### src/rtl/rvvi_frame_reflector.sv
// -----------------------------------------------------------------------------
// rvvi_frame_reflector
//
// Purpose:
//   Host-side RVVI frame reflector for the acev Ethernet loop-back bench.
//   Each AXI-stream frame from the MAC rx FIFO is captured into a small word
//   memory. The block then replies with a shortened frame made of:
//     - the header words,
//     - a kept window of rx words,
//     - a pseudo-random 32-bit host-load word.
//   Every DROP_PERIOD-th complete frame gets no reply, so that the acev
//   retry and timeout paths are exercised.
//   Frames that end early are discarded and counted. Beats beyond RX_WORDS
//   are accepted and thrown away.
//
// Ports:
//   i_clk                single clock
//   i_reset              asynchronous active-high reset
//   i_rx_tdata/tvalid/tlast, o_rx_tready   rx AXI-stream slave
//   o_tx_tdata/tkeep/tvalid/tlast, i_tx_tready   reply AXI-stream master
//   o_rx_frame_count     complete frames captured
//   o_tx_frame_count     replies fully sent
//   o_drop_count         replies suppressed
//   o_short_count        frames discarded because tlast came before RX_WORDS beats
//   All status counters saturate at all ones.
// -----------------------------------------------------------------------------
module rvvi_frame_reflector #(
   parameter int          DATA_WIDTH  = 32,
   parameter int          RX_WORDS    = 12,
   parameter int          HDR_WORDS   = 3,
   parameter int          KEEP_IDX    = 8,
   parameter int          KEEP_WORDS  = 3,
   parameter int          DROP_PERIOD = 10,
   parameter logic [31:0] LFSR_SEED   = 32'h0000_0001,
   parameter int          CNT_WIDTH   = 16
) (
   input  logic                    i_clk,
   input  logic                    i_reset,
   input  logic [DATA_WIDTH-1:0]   i_rx_tdata,
   input  logic                    i_rx_tvalid,
   output logic                    o_rx_tready,
   input  logic                    i_rx_tlast,
   output logic [DATA_WIDTH-1:0]   o_tx_tdata,
   output logic [DATA_WIDTH/8-1:0] o_tx_tkeep,
   output logic                    o_tx_tvalid,
   input  logic                    i_tx_tready,
   output logic                    o_tx_tlast,
   output logic [CNT_WIDTH-1:0]    o_rx_frame_count,
   output logic [CNT_WIDTH-1:0]    o_tx_frame_count,
   output logic [CNT_WIDTH-1:0]    o_drop_count,
   output logic [CNT_WIDTH-1:0]    o_short_count
);

   localparam int TX_WORDS = HDR_WORDS + KEEP_WORDS + 1;
   localparam int MW       = (RX_WORDS > 1) ? $clog2(RX_WORDS) : 1;
   localparam int KW       = $clog2(TX_WORDS + 1);
   localparam int SW       = $clog2(DROP_PERIOD + 2);

   localparam logic [MW-1:0] LAST_IDX   = MW'(RX_WORDS - 1);
   localparam logic [KW-1:0] LAST_K     = KW'(TX_WORDS - 1);
   localparam logic [KW-1:0] HDR_K      = KW'(HDR_WORDS);
   localparam logic [KW-1:0] KEEP_END_K = KW'(HDR_WORDS + KEEP_WORDS);
   localparam logic [SW-1:0] DROP_S     = SW'(DROP_PERIOD);
   // Galois taps for x^32+x^22+x^2+x+1 (right-shifting form)
   localparam logic [31:0]   LFSR_TAPS  = 32'h8020_0003;

   typedef enum logic [1:0] {
      ST_IDLE    = 2'd0,
      ST_CAPTURE = 2'd1,
      ST_DRAIN   = 2'd2,
      ST_SEND    = 2'd3
   } state_t;

   function automatic logic [31:0] lfsr_step(input logic [31:0] s);
      return {1'b0, s[31:1]} ^ (s[0] ? LFSR_TAPS : 32'h0000_0000);
   endfunction

   function automatic logic [CNT_WIDTH-1:0] sat_inc(input logic [CNT_WIDTH-1:0] v);
      return (&v) ? v : (v + CNT_WIDTH'(1));
   endfunction

   state_t                  r_state;
   state_t                  w_state_next;
   logic [MW-1:0]           r_idx;
   logic [DATA_WIDTH-1:0]   r_mem [RX_WORDS];
   logic [SW-1:0]           r_seq;
   logic                    r_drop_pend;
   logic                    r_drop;
   logic [31:0]             r_lfsr;
   logic [31:0]             r_load;
   logic [KW-1:0]           r_tx_k;
   logic [DATA_WIDTH-1:0]   r_tx_tdata;
   logic                    r_tx_tvalid;
   logic                    r_tx_tlast;
   logic                    r_rx_tready;
   logic [CNT_WIDTH-1:0]    r_rx_cnt;
   logic [CNT_WIDTH-1:0]    r_tx_cnt;
   logic [CNT_WIDTH-1:0]    r_drop_cnt;
   logic [CNT_WIDTH-1:0]    r_short_cnt;

   logic                    w_rx_beat;
   logic                    w_tx_hs;
   logic                    w_mem_we;
   logic [MW-1:0]           w_wr_addr;
   logic                    w_frame_done;
   logic                    w_short;
   logic                    w_enter_send;
   logic                    w_send_done;
   logic                    w_drop_done;
   logic [SW-1:0]           w_seq_inc;
   logic                    w_hit;
   logic                    w_drop_now;
   logic [31:0]             w_lfsr_next;
   logic [KW-1:0]           w_word_k;
   logic [7:0]              w_keep_off;
   logic [MW-1:0]           w_src_idx;
   logic                    w_src_is_load;
   logic                    w_bypass;
   logic [31:0]             w_load_src;
   logic [DATA_WIDTH-1:0]   w_word;

   assign w_rx_beat   = i_rx_tvalid & r_rx_tready;
   assign w_tx_hs     = r_tx_tvalid & i_tx_tready;
   assign w_lfsr_next = lfsr_step(r_lfsr);
   assign w_wr_addr   = (r_state == ST_IDLE) ? '0 : r_idx;

   // The drop decision belongs to the frame that pushes the sequence onto DROP_PERIOD
   assign w_seq_inc  = r_seq + SW'(1);
   assign w_hit      = (DROP_PERIOD != 0) && (w_seq_inc == DROP_S);
   assign w_drop_now = w_frame_done ? w_hit : r_drop_pend;

   // Next-state logic and per-cycle event strobes
   always_comb begin
      w_state_next = r_state;
      w_mem_we     = 1'b0;
      w_frame_done = 1'b0;
      w_short      = 1'b0;
      w_enter_send = 1'b0;
      w_send_done  = 1'b0;
      w_drop_done  = 1'b0;
      case (r_state)
         ST_IDLE: begin
            if (w_rx_beat) begin
               w_mem_we = 1'b1;
               if (i_rx_tlast) begin
                  w_short      = 1'b1;
                  w_state_next = ST_IDLE;
               end else begin
                  w_state_next = ST_CAPTURE;
               end
            end else begin
               w_state_next = ST_IDLE;
            end
         end
         ST_CAPTURE: begin
            if (w_rx_beat) begin
               w_mem_we = 1'b1;
               if (r_idx == LAST_IDX) begin
                  w_frame_done = 1'b1;
                  w_enter_send = i_rx_tlast;
                  w_state_next = i_rx_tlast ? ST_SEND : ST_DRAIN;
               end else if (i_rx_tlast) begin
                  w_short      = 1'b1;
                  w_state_next = ST_IDLE;
               end else begin
                  w_state_next = ST_CAPTURE;
               end
            end else begin
               w_state_next = ST_CAPTURE;
            end
         end
         ST_DRAIN: begin
            if (w_rx_beat && i_rx_tlast) begin
               w_enter_send = 1'b1;
               w_state_next = ST_SEND;
            end else begin
               w_state_next = ST_DRAIN;
            end
         end
         ST_SEND: begin
            if (r_drop) begin
               w_drop_done  = 1'b1;
               w_state_next = ST_IDLE;
            end else if (w_tx_hs && r_tx_tlast) begin
               w_send_done  = 1'b1;
               w_state_next = ST_IDLE;
            end else begin
               w_state_next = ST_SEND;
            end
         end
         default: begin
            w_state_next = ST_IDLE;
         end
      endcase
   end

   // Reply word selection: header copy, kept window, or load word.
   // On SEND entry the last rx beat is still being written, so it is forwarded directly.
   always_comb begin
      w_word_k      = w_enter_send ? '0 : (r_tx_k + KW'(1));
      w_keep_off    = 8'(KEEP_IDX) + 8'(w_word_k) - 8'(HDR_WORDS);
      w_src_idx     = '0;
      w_src_is_load = 1'b0;
      if (w_word_k < HDR_K) begin
         w_src_idx = MW'(w_word_k);
      end else if (w_word_k < KEEP_END_K) begin
         w_src_idx = MW'(w_keep_off);
      end else begin
         w_src_is_load = 1'b1;
      end
      w_bypass   = w_enter_send && (r_state == ST_CAPTURE) && (w_src_idx == LAST_IDX);
      w_load_src = w_enter_send ? w_lfsr_next : r_load;
      if (w_src_is_load) begin
         w_word = DATA_WIDTH'(w_load_src);
      end else if (w_bypass) begin
         w_word = i_rx_tdata;
      end else begin
         w_word = r_mem[w_src_idx];
      end
   end

   // FSM state register
   always_ff @(posedge i_clk or posedge i_reset) begin
      if (i_reset) begin
         r_state <= ST_IDLE;
      end else begin
         r_state <= w_state_next;
      end
   end

   // rx beat index within the current frame
   always_ff @(posedge i_clk or posedge i_reset) begin
      if (i_reset) begin
         r_idx <= '0;
      end else if (w_rx_beat) begin
         case (r_state)
            ST_IDLE:    r_idx <= MW'(1);
            ST_CAPTURE: r_idx <= ((r_idx == LAST_IDX) || i_rx_tlast) ? '0 : (r_idx + MW'(1));
            default:    r_idx <= r_idx;
         endcase
      end
   end

   // Frame word memory; only the first RX_WORDS beats of a frame are stored
   always_ff @(posedge i_clk or posedge i_reset) begin
      if (i_reset) begin
         for (int i = 0; i < RX_WORDS; i++) begin
            r_mem[i] <= '0;
         end
      end else if (w_mem_we) begin
         r_mem[w_wr_addr] <= i_rx_tdata;
      end
   end

   // Complete-frame sequence for periodic drops; short frames never touch it
   always_ff @(posedge i_clk or posedge i_reset) begin
      if (i_reset) begin
         r_seq       <= '0;
         r_drop_pend <= 1'b0;
      end else if (w_frame_done) begin
         r_seq       <= w_hit ? '0 : w_seq_inc;
         r_drop_pend <= w_hit;
      end
   end

   // Free-running load LFSR
   always_ff @(posedge i_clk or posedge i_reset) begin
      if (i_reset) begin
         r_lfsr <= LFSR_SEED;
      end else begin
         r_lfsr <= w_lfsr_next;
      end
   end

   // Reply output registers; data and tlast only move on a handshake
   always_ff @(posedge i_clk or posedge i_reset) begin
      if (i_reset) begin
         r_tx_k      <= '0;
         r_tx_tdata  <= '0;
         r_tx_tvalid <= 1'b0;
         r_tx_tlast  <= 1'b0;
         r_load      <= LFSR_SEED;
         r_drop      <= 1'b0;
      end else if (w_enter_send) begin
         r_drop      <= w_drop_now;
         r_tx_k      <= '0;
         r_load      <= w_lfsr_next;
         r_tx_tdata  <= w_word;
         r_tx_tvalid <= ~w_drop_now;
         r_tx_tlast  <= ~w_drop_now & (TX_WORDS == 1);
      end else if ((r_state == ST_SEND) && w_tx_hs) begin
         if (r_tx_tlast) begin
            r_tx_tvalid <= 1'b0;
            r_tx_tlast  <= 1'b0;
         end else begin
            r_tx_k      <= w_word_k;
            r_tx_tdata  <= w_word;
            r_tx_tlast  <= (w_word_k == LAST_K);
         end
      end
   end

   // rx backpressure: ready everywhere except SEND
   always_ff @(posedge i_clk or posedge i_reset) begin
      if (i_reset) begin
         r_rx_tready <= 1'b1;
      end else begin
         r_rx_tready <= (w_state_next != ST_SEND);
      end
   end

   // Saturating status counters, each driven by its own event
   always_ff @(posedge i_clk or posedge i_reset) begin
      if (i_reset) begin
         r_rx_cnt    <= '0;
         r_tx_cnt    <= '0;
         r_drop_cnt  <= '0;
         r_short_cnt <= '0;
      end else begin
         if (w_frame_done) r_rx_cnt    <= sat_inc(r_rx_cnt);
         if (w_send_done)  r_tx_cnt    <= sat_inc(r_tx_cnt);
         if (w_drop_done)  r_drop_cnt  <= sat_inc(r_drop_cnt);
         if (w_short)      r_short_cnt <= sat_inc(r_short_cnt);
      end
   end

   assign o_rx_tready      = r_rx_tready;
   assign o_tx_tdata       = r_tx_tdata;
   assign o_tx_tkeep       = '1;
   assign o_tx_tvalid      = r_tx_tvalid;
   assign o_tx_tlast       = r_tx_tlast;
   assign o_rx_frame_count = r_rx_cnt;
   assign o_tx_frame_count = r_tx_cnt;
   assign o_drop_count     = r_drop_cnt;
   assign o_short_count    = r_short_cnt;

endmodule

### config.mk
export PLATFORM = sky130hd
export DESIGN_NAME = rvvi_frame_reflector
export DESIGN_NICKNAME = d
export VERILOG_FILES = /design/src/rtl/rvvi_frame_reflector.sv
export SDC_FILE = /design/constraint.sdc
export NUM_CORES = 1
export LEC_CHECK = 0
export BUFFER_PORTS_ARGS = -buffer_cell sky130_fd_sc_hd__buf_4
export CAP_MARGIN = 10
export CELL_PAD_IN_SITES_DETAIL_PLACEMENT = 0
export CELL_PAD_IN_SITES_GLOBAL_PLACEMENT = 1
export CORE_ASPECT_RATIO = 0.9
export CORE_MARGIN = 10
export CORE_UTILIZATION = 25
export CTS_BUF_LIST = sky130_fd_sc_hd__clkbuf_4 sky130_fd_sc_hd__clkbuf_8
export DETAILED_ROUTE_END_ITERATION = 12
export PLACE_DENSITY_LB_ADDON = 0.1
export SLEW_MARGIN = 20
export SYNTH_ARGS = -nofsm -noshare
export SYNTH_HDL_FRONTEND = slang
export SYNTH_SLANG_ARGS = --single-unit
### constraint.sdc
create_clock -name i_clk -period 13.2 [get_ports i_clk]
set_input_delay 0 -clock i_clk [delete_from_list [all_inputs] [get_ports i_clk]]
set_output_delay 0 -clock i_clk [all_outputs]
set_load 0.02 [all_outputs]
==> results.json, run 1 <==
{
  "netlist.area_leader.share_pct": 57.9,
  "intPower_w": 0.00220,
  "worst_setup_path_end_kind": "register",
  "io_pins": 140,
  "route.layer.met1.wl_um": 25100,
  "cp-start-kind": "register",
  "cp_slowest_cell": "nand3_1",
  "firstDrtPassIters": 5,
  "cpMostUsedCell": "ha_1",
  "htreeDepth": 3,
  "die_y_um": 269,
  "path_max_fanout": 43,
  "async_flop_share_pct": 100,
  "min_period_over_period_pct": 34.8,
  "clockRootBuffer": "clkbuf_8",
  "vias": 11900,
  "post_drt_wl_per_cell_um": 20.5,
  "antenna_cells": 0,
  "synth_area_leaders": "dfrtp_1, mux2_2, nand2_1",
  "power_density_nw_per_um2": 136,
  "grt_pass1_wl_um": 82000,
  "ir_worst_vdd_v": 0.0000578,
  "drtAntennaViolNets": 0,
  "top_layer_used": "met5",
  "critPathTopFamily": "simple AND/OR/NAND/NOR gates",
  "holdWs_ns": 0.0301,
  "fin_skew_ns": 0.0247,
  "clk_pin_slew_ns": 0.06,
  "cts.path.max_buffers": 3,
  "grt_max_degree": 161,
  "setup_tns_ns": 0,
  "start_util_pct": 25.2,
  "path_buf_inv": 3,
  "switching_share_pct": 24.2,
  "synth_largest_area_cell": "dfrtp_1",
  "cp.arrival_ns": 5.09,
  "tightest_slew_ns": 0.963,
  "synth_cell_type_count": 52,
  "grt_setup_unrepaired": "false",
  "power_frac_seq_pct": 46.5,
  "leakage_nw": 10.3,
  "grt-ovfl-total": 0,
  "clk_latency_ns": 0.65,
  "fin_nets": 1639,
  "port_buffers": 135,
  "cts_buffers": 76,
  "drt_iter0_markers": 657,
  "ys_ff_latch": 402,
  "syn_area_per_cell_um2": 12.1,
  "postCtsSetupBuffers": 0,
  "area_delta_synth_final_pct": 23.6,
  "vias_per_cell": 4.62,
  "dr_wl_met2_um": 24500,
  "synth_flop_cell": "dfrtp_1",
  "fmax_mhz": 218,
  "post-route-min-period_ns": 4.59,
  "die-area_um2": 79900,
  "antenna_found_initial": 1,
  "synth-edff-count": 0,
  "switchingPower_w": 0.000703,
  "slew_headroom_pct": 35.8,
  "hold_viol": 0,
  "yosysSeqAreaShare_pct": 58.3,
  "core_area_um2": 68400,
  "synth_cells": 1425,
  "routed_wl_um": 52800,
  "critPathKind": "reg2reg",
  "drc_errors": 0,
  "combPwrFrac_pct": 7.4,
  "maxCapViolations": 0,
  "max_stage_delay_ns": 0.66,
  "cts_tree": "built",
  "status": "completed",
  "path_cells": "ha_1 > nand2_1 > inv_1 > ha_1 > a22oi_1 > nand3b_1 > buf_4 > nand2b_1 > ha_1 > nand2_1 > mux2i_1 > nand3_1 > buf_4 > o22ai_1 > o32a_1 > o21ai_1",
  "holdCritPathClass": "in2async",
  "synth_warnings": 0,
  "drive_above_1_share_pct": 32.2,
  "slew_viol_final": 0,
  "dp_hpwl_um": 32000,
  "grt_pass1_vias": 12800,
  "cts.sinks": 402,
  "die_w_um": 297,
  "wl_met3_um": 1980,
  "gp_congestion": 0.731,
  "setup_violations": 0,
  "crit_required_ns": 13.70,
  "netlist_area_um2": 17300,
  "grt_usage_pct": 13.1,
  "clockPowerShare_pct": 46.0,
  "num_rows": 91
}
==> state kept, by name (all words and copies together), names as in the netlist, 3 cells and up <==
name and cells:
r_seq 4, o_rx_frame_count 16, r_tx_k 3, o_tx_tdata 32
r_idx 4, r_mem 224, o_short_count 16, r_lfsr 32
o_tx_frame_count 16, o_drop_count 16, r_load 32
==> area by class of cell <==
type,instances,area [um2]
Inverter,11,48.8
Multi-Input combinational cell,896,6770
Fill cell,6955,47100
Tap cell,930,1160
Timing Repair Buffer,198,1600
Sequential cell,402,10100
Clock inverter,13,154
Clock buffer,123,1520
==> path summary, 6_finish.rpt <==
kind | to | from | cells after the start | slack (ns)
worst min-delay path | r_mem[346]$_DFFE_PP0P_ | i_reset | 3 | 0.03
worst max register to register | o_tx_tdata[30]$_DFFE_PP0P_ | r_idx[1]$_DFFE_PP0P_ | 16 | 8.61
min in group i_clk | r_mem[77]$_DFFE_PP0P_ | i_rx_tdata[13] | 3 | 0.17
worst max-delay path | o_tx_tdata[30]$_DFFE_PP0P_ | r_idx[1]$_DFFE_PP0P_ | 16 | 8.61
max in group asynchronous | r_mem[327]$_DFFE_PP0P_ | i_reset | 5 | 10.96
worst min register to register | r_lfsr[14]$_DFF_PP0_ | r_lfsr[15]$_DFF_PP0_ | 0 | 0.36
==> power groups by stage <==
| stage | sequential [W] | clock [W] | combinational (W) |
|---|---|---|---|
| 2_1_floorplan | 0.00137 | 0 | 0.000136 |
| 3_3_place_gp | 0.00137 | 0 | 0.000207 |
| 3_5_place_dp | 0.00137 | 0 | 0.000211 |
| 4_1_cts | 0.00135 | 0.00140 | 0.000221 |
| 5_1_grt | 0.00136 | 0.00145 | 0.000240 |
| 6_report | 0.00135 | 0.00133 | 0.000215 |
==> metal layers <==
metal | vias up | global-route usage, %
li1 | 5474 | -
met1 | 6109 | 17.7
met2 | 221 | 20.9
met3 | 91 | 2.60
met4 | 2 | 4.00
met5 | - | 0
==> synthesized netlist by cell type (all sizes together), types with 5 or more instances <==
library cell,instances
dfrtp,399
mux2,228
nand2,152
clkbuf,96
o22ai,60
and3,55
a21oi,51
o21ai,46
xnor2,38
nor2,35
nand3,32
a222oi,30
o32a,30
xor2,25
buf,23
nand4,18
ha,17
inv,11
nor3,11
a31oi,9
nor4,6
and4,5
nor3b,5
==> kinds of logic (layout without fill, tap and decap cells) <==
group | count (synthesis) | count (layout) | synth area share (%)
buffers and inverters | 130 | 345 | 3.03
XOR/XNOR | 63 | 63 | 3.24
adder cells (fa/ha/maj) | 17 | 17 | 1.23
AO/OA/AOI/OAI | 246 | 246 | 9.76
other | 1 | 4 | 0.0217
AND/OR/NAND/NOR | 336 | 336 | 9.38
multiplexers | 230 | 230 | 15.0
flip-flops | 402 | 402 | 58.3
==> tightest hold or removal path, stage by stage <==
cell,delay [ns]
dlygate4sd3_1,0.53
buf_4,0.15
inv_8,0.46
==> placed cells by master, fill, tap and decap left out, types with 18 or more instances in the layout <==
cell type	netlist	routed
dlygate4sd3_1	0	37
clkbuf_8	0	95
clkbuf_4	0	28
nand3_1	32	31
xnor2_1	38	38
buf_4	4	159
o32a_1	30	30
a222oi_1	30	30
nand2_1	152	152
nand4_1	18	18
dfrtp_1	399	399
mux2_2	211	211
o22ai_1	60	60
and3_1	55	53
xor2_1	24	24
a21oi_1	51	49
nor2_1	35	32
o21ai_1	32	31
==> stage by stage <==
stage               utilization (%)  instances  total power [W]  cell area [um2]  setup WS (ns)
floorplan                         -       1428          0.00150            17300           2.02
global placement               28.1       2399          0.00158            19300           8.67
detailed placement             28.2       2400          0.00158            19300           8.56
CTS                            31.1       2573          0.00297            21300           8.53
global route                   31.1       2573          0.00305            21300           8.20
finish                         31.1       2573          0.00290            21300           8.61
==> what timing repair did <==
| item | 4_1_cts | 5_1_grt |
|---|---|---|
| endpoints found under the hold margin | 351 | 0 |
| hold buffers | 37 | 0 |
| resized for setup | 0 | 0 |
(Power assumes the default switching activity.)
==> run 2, diff against run 1 <==
==> constraint.sdc (replaced) <==
create_clock -name i_clk -period 4.7 [get_ports i_clk]
set_input_delay 0 -clock i_clk [delete_from_list [all_inputs] [get_ports i_clk]]
set_output_delay 0 -clock i_clk [all_outputs]
set_load 0.02 [all_outputs]
==> run 2 against run 1 <==
Register-to-register slack worse by 7.6 ns. Via count down 0.15%. First-iteration DRC count up 5.2%. Clock-buffer cell count unchanged. Clock skew up 0.0088 ns. Clock power rose to 2.7 times the previous value. Setup slack worse by 7.6 ns. Cell count up 0.35%. Cell area up 0.28%. Maximum frequency up 23%. Global-route usage up 0.21 points. Sequential share of layout area down 0.13 points. Largest power group unchanged.
==> results.json, run 2 (synthesis results as in run 1) <==
{
  "status": "completed",
  "post_cts_resized": 0,
  "die-area_um2": 79900,
  "drc_errors": 0,
  "antenna_found_initial": 1,
  "drive_above_1_share_pct": 32.5,
  "firstDrtPassIters": 6,
  "reg2reg_to": "o_tx_tdata[2]$_DFFE_PP0P_",
  "ir_worst_vdd_v": 0.000150,
  "placed_cells": 2410,
  "num_rows": 91,
  "min_period_over_period_pct": 79.4,
  "fmax_mhz": 268,
  "drt_iter0_markers": 691,
  "reg2reg_from": "r_idx[1]$_DFFE_PP0P_",
  "fin_skew_ns": 0.0335,
  "power_density_nw_per_um2": 374,
  "drtAntennaViolNets": 0,
  "maxCapViolations": 0,
  "cp-start-kind": "register",
  "critPathKind": "reg2reg",
  "crit_required_ns": 5.26,
  "grt_pass1_wl_um": 82800,
  "die_y_um": 269,
  "gp_congestion": 0.732,
  "slew_viol_final": 0,
  "instances_no_fill": 2582,
  "port_buffers": 135,
  "clockRootBuffer": "clkbuf_8",
  "path_cells": "ha_1 > nand2_1 > inv_1 > ha_1 > a22oi_1 > nand3b_1 > nand2b_1 > ha_1 > nand2b_1 > mux2i_1 > a211oi_4 > buf_4 > o22ai_1 > o32a_1 > o21ai_1",
  "fin_area_um2": 21400,
  "io_pins": 140,
  "dpl_cell_area_um2": 19400,
  "grt_usage_pct": 13.3,
  "max_stage_delay_ns": 0.50,
  "cts_tree": "built",
  "holdCritPathClass": "in2reg",
  "clk_latency_ns": 0.66,
  "core_area_um2": 68400,
  "grt-ovfl-total": 0,
  "whs_path_depth": 3,
  "cts.path.max_buffers": 3,
  "path_max_fanout": 23,
  "antenna_cells": 0,
  "post_drt_wl_per_cell_um": 20.7,
  "cp.arrival_ns": 4.30,
  "cts.sinks": 402,
  "largest_reg_flops": 224,
  "die_w_um": 297,
  "leakage_nw": 10.3,
  "worst_r2r_path_depth": 15,
  "grt_pass1_vias": 12900,
  "slew_headroom_pct": 24.0,
  "layout_common_cells": "dfrtp_1, mux2_2, buf_4, nand2_1, clkbuf_8",
  "vias_per_cell": 4.60,
  "hold_viol": 0,
  "post-route-min-period_ns": 3.73,
  "vias": 11900,
  "grt_setup_unrepaired": "false",
  "setup_violations": 0,
  "cts_buffers": 78,
  "postLayoutCoreUtil_pct": 31.2,
  "clk_pin_slew_ns": 0.06,
  "grt_max_degree": 154,
  "area_delta_synth_final_pct": 23.9,
  "reg2reg_slack_ns": 0.97,
  "worst_setup_path_end_kind": "register",
  "tightest_slew_ns": 1.13,
  "routed_wl_um": 53500,
  "htreeDepth": 3,
  "start_util_pct": 25.2,
  "cp_slowest_cell": "dfrtp_1",
  "final_common_cell": "dfrtp_1",
  "regMostFlops": "r_mem",
  "cpMostUsedCell": "ha_1",
  "min_to": "r_mem[304]$_DFFE_PP0P_",
  "dp_hpwl_um": 33300,
  "min_from": "i_rx_tdata[16]",
  "fin_nets": 1652,
  "setup_tns_ns": 0
}
## run 2: changes by cell type in the layout (fill, tap and decap cells not counted)
cell / delta
buf_4: +7
buf_12: +3
bufinv_16: -3
inv_6: +3
clkinvlp_4: -2
buf_16: +1
buf_6: -1
dlygate4sd3_1: +1
## run 2: what timing repair did
| item | CTS | global route |
|---|---|---|
| endpoints found under the setup margin | 0 | 0 |
| buffers inserted | 0 | 0 |
| hold buffers | 38 | 0 |
| hold endpoints to repair | 642 | 0 |
## run 2: routing by layer
metal	track usage, %	wire [um]	up-vias
li1	-	-	5525
met1	18.2	25700	6046
met2	20.8	24500	226
met3	3.05	2250	80
met4	3.75	1080	2
met5	0	10	-
## run 2: critical path, delay by kind of cell (launching register included)
| family | cells | cell delay (ns) |
|---|---|---|
| compound gates | 5 | 1.02 |
| fa+ha+maj | 3 | 0.82 |
| buf+inv | 2 | 0.50 |
| flops | 1 | 0.50 |
| mux | 1 | 0.19 |
| simple gates | 4 | 0.59 |
## run 2: stage by stage
stage                     hold WS (ns)  setup WS [ns]  power, W
after floorplan                  0.135         -0.711   0.00422
after global placement          0.0301           1.10   0.00441
after detailed placement        0.0354          0.977   0.00442
after CTS                       0.0948          0.949   0.00817
after global routing             0.133          0.661   0.00840
final                            0.157          0.968   0.00799
## run 2: how the worst max path moves through the flow
stage	startpoint	endpoint	slack [ns]	depth (start not counted)
2_1_floorplan	i_reset	o_drop_count[0]$_DFFE_PP0P_	-0.71	1
3_3_place_gp	r_idx[1]$_DFFE_PP0P_	o_tx_tdata[17]$_DFFE_PP0P_	1.10	11
3_5_place_dp	r_idx[1]$_DFFE_PP0P_	o_tx_tdata[14]$_DFFE_PP0P_	0.98	15
4_1_cts	r_idx[1]$_DFFE_PP0P_	o_tx_tdata[0]$_DFFE_PP0P_	0.95	15
5_1_grt	r_idx[1]$_DFFE_PP0P_	o_tx_tdata[6]$_DFFE_PP0P_	0.66	15
6_report	r_idx[1]$_DFFE_PP0P_	o_tx_tdata[2]$_DFFE_PP0P_	0.97	15
## run 2: where the power goes
| group | leakage [nW] | switching (W) | total [W] | internal, W |
|---|---|---|---|---|
| combinational | 3.99 | 0.000281 | 0.000586 | 0.000305 |
| sequential | 5.46 | 0.000129 | 0.00379 | 0.00366 |
| clock | 0.856 | 0.00156 | 0.00361 | 0.00205 |
| total | 10.3 | 0.00197 | 0.00799 | 0.00601 |
## run 2: area by class of cell
class                           count  area (um2)
Clock buffer                      123        1520
Timing Repair Buffer              209        1730
Multi-Input combinational cell    896        6770
Sequential cell                   402       10100
Tap cell                          930        1160
Fill cell                        7007       47100
Inverter                           11        45.0
Clock inverter                     11        78.8
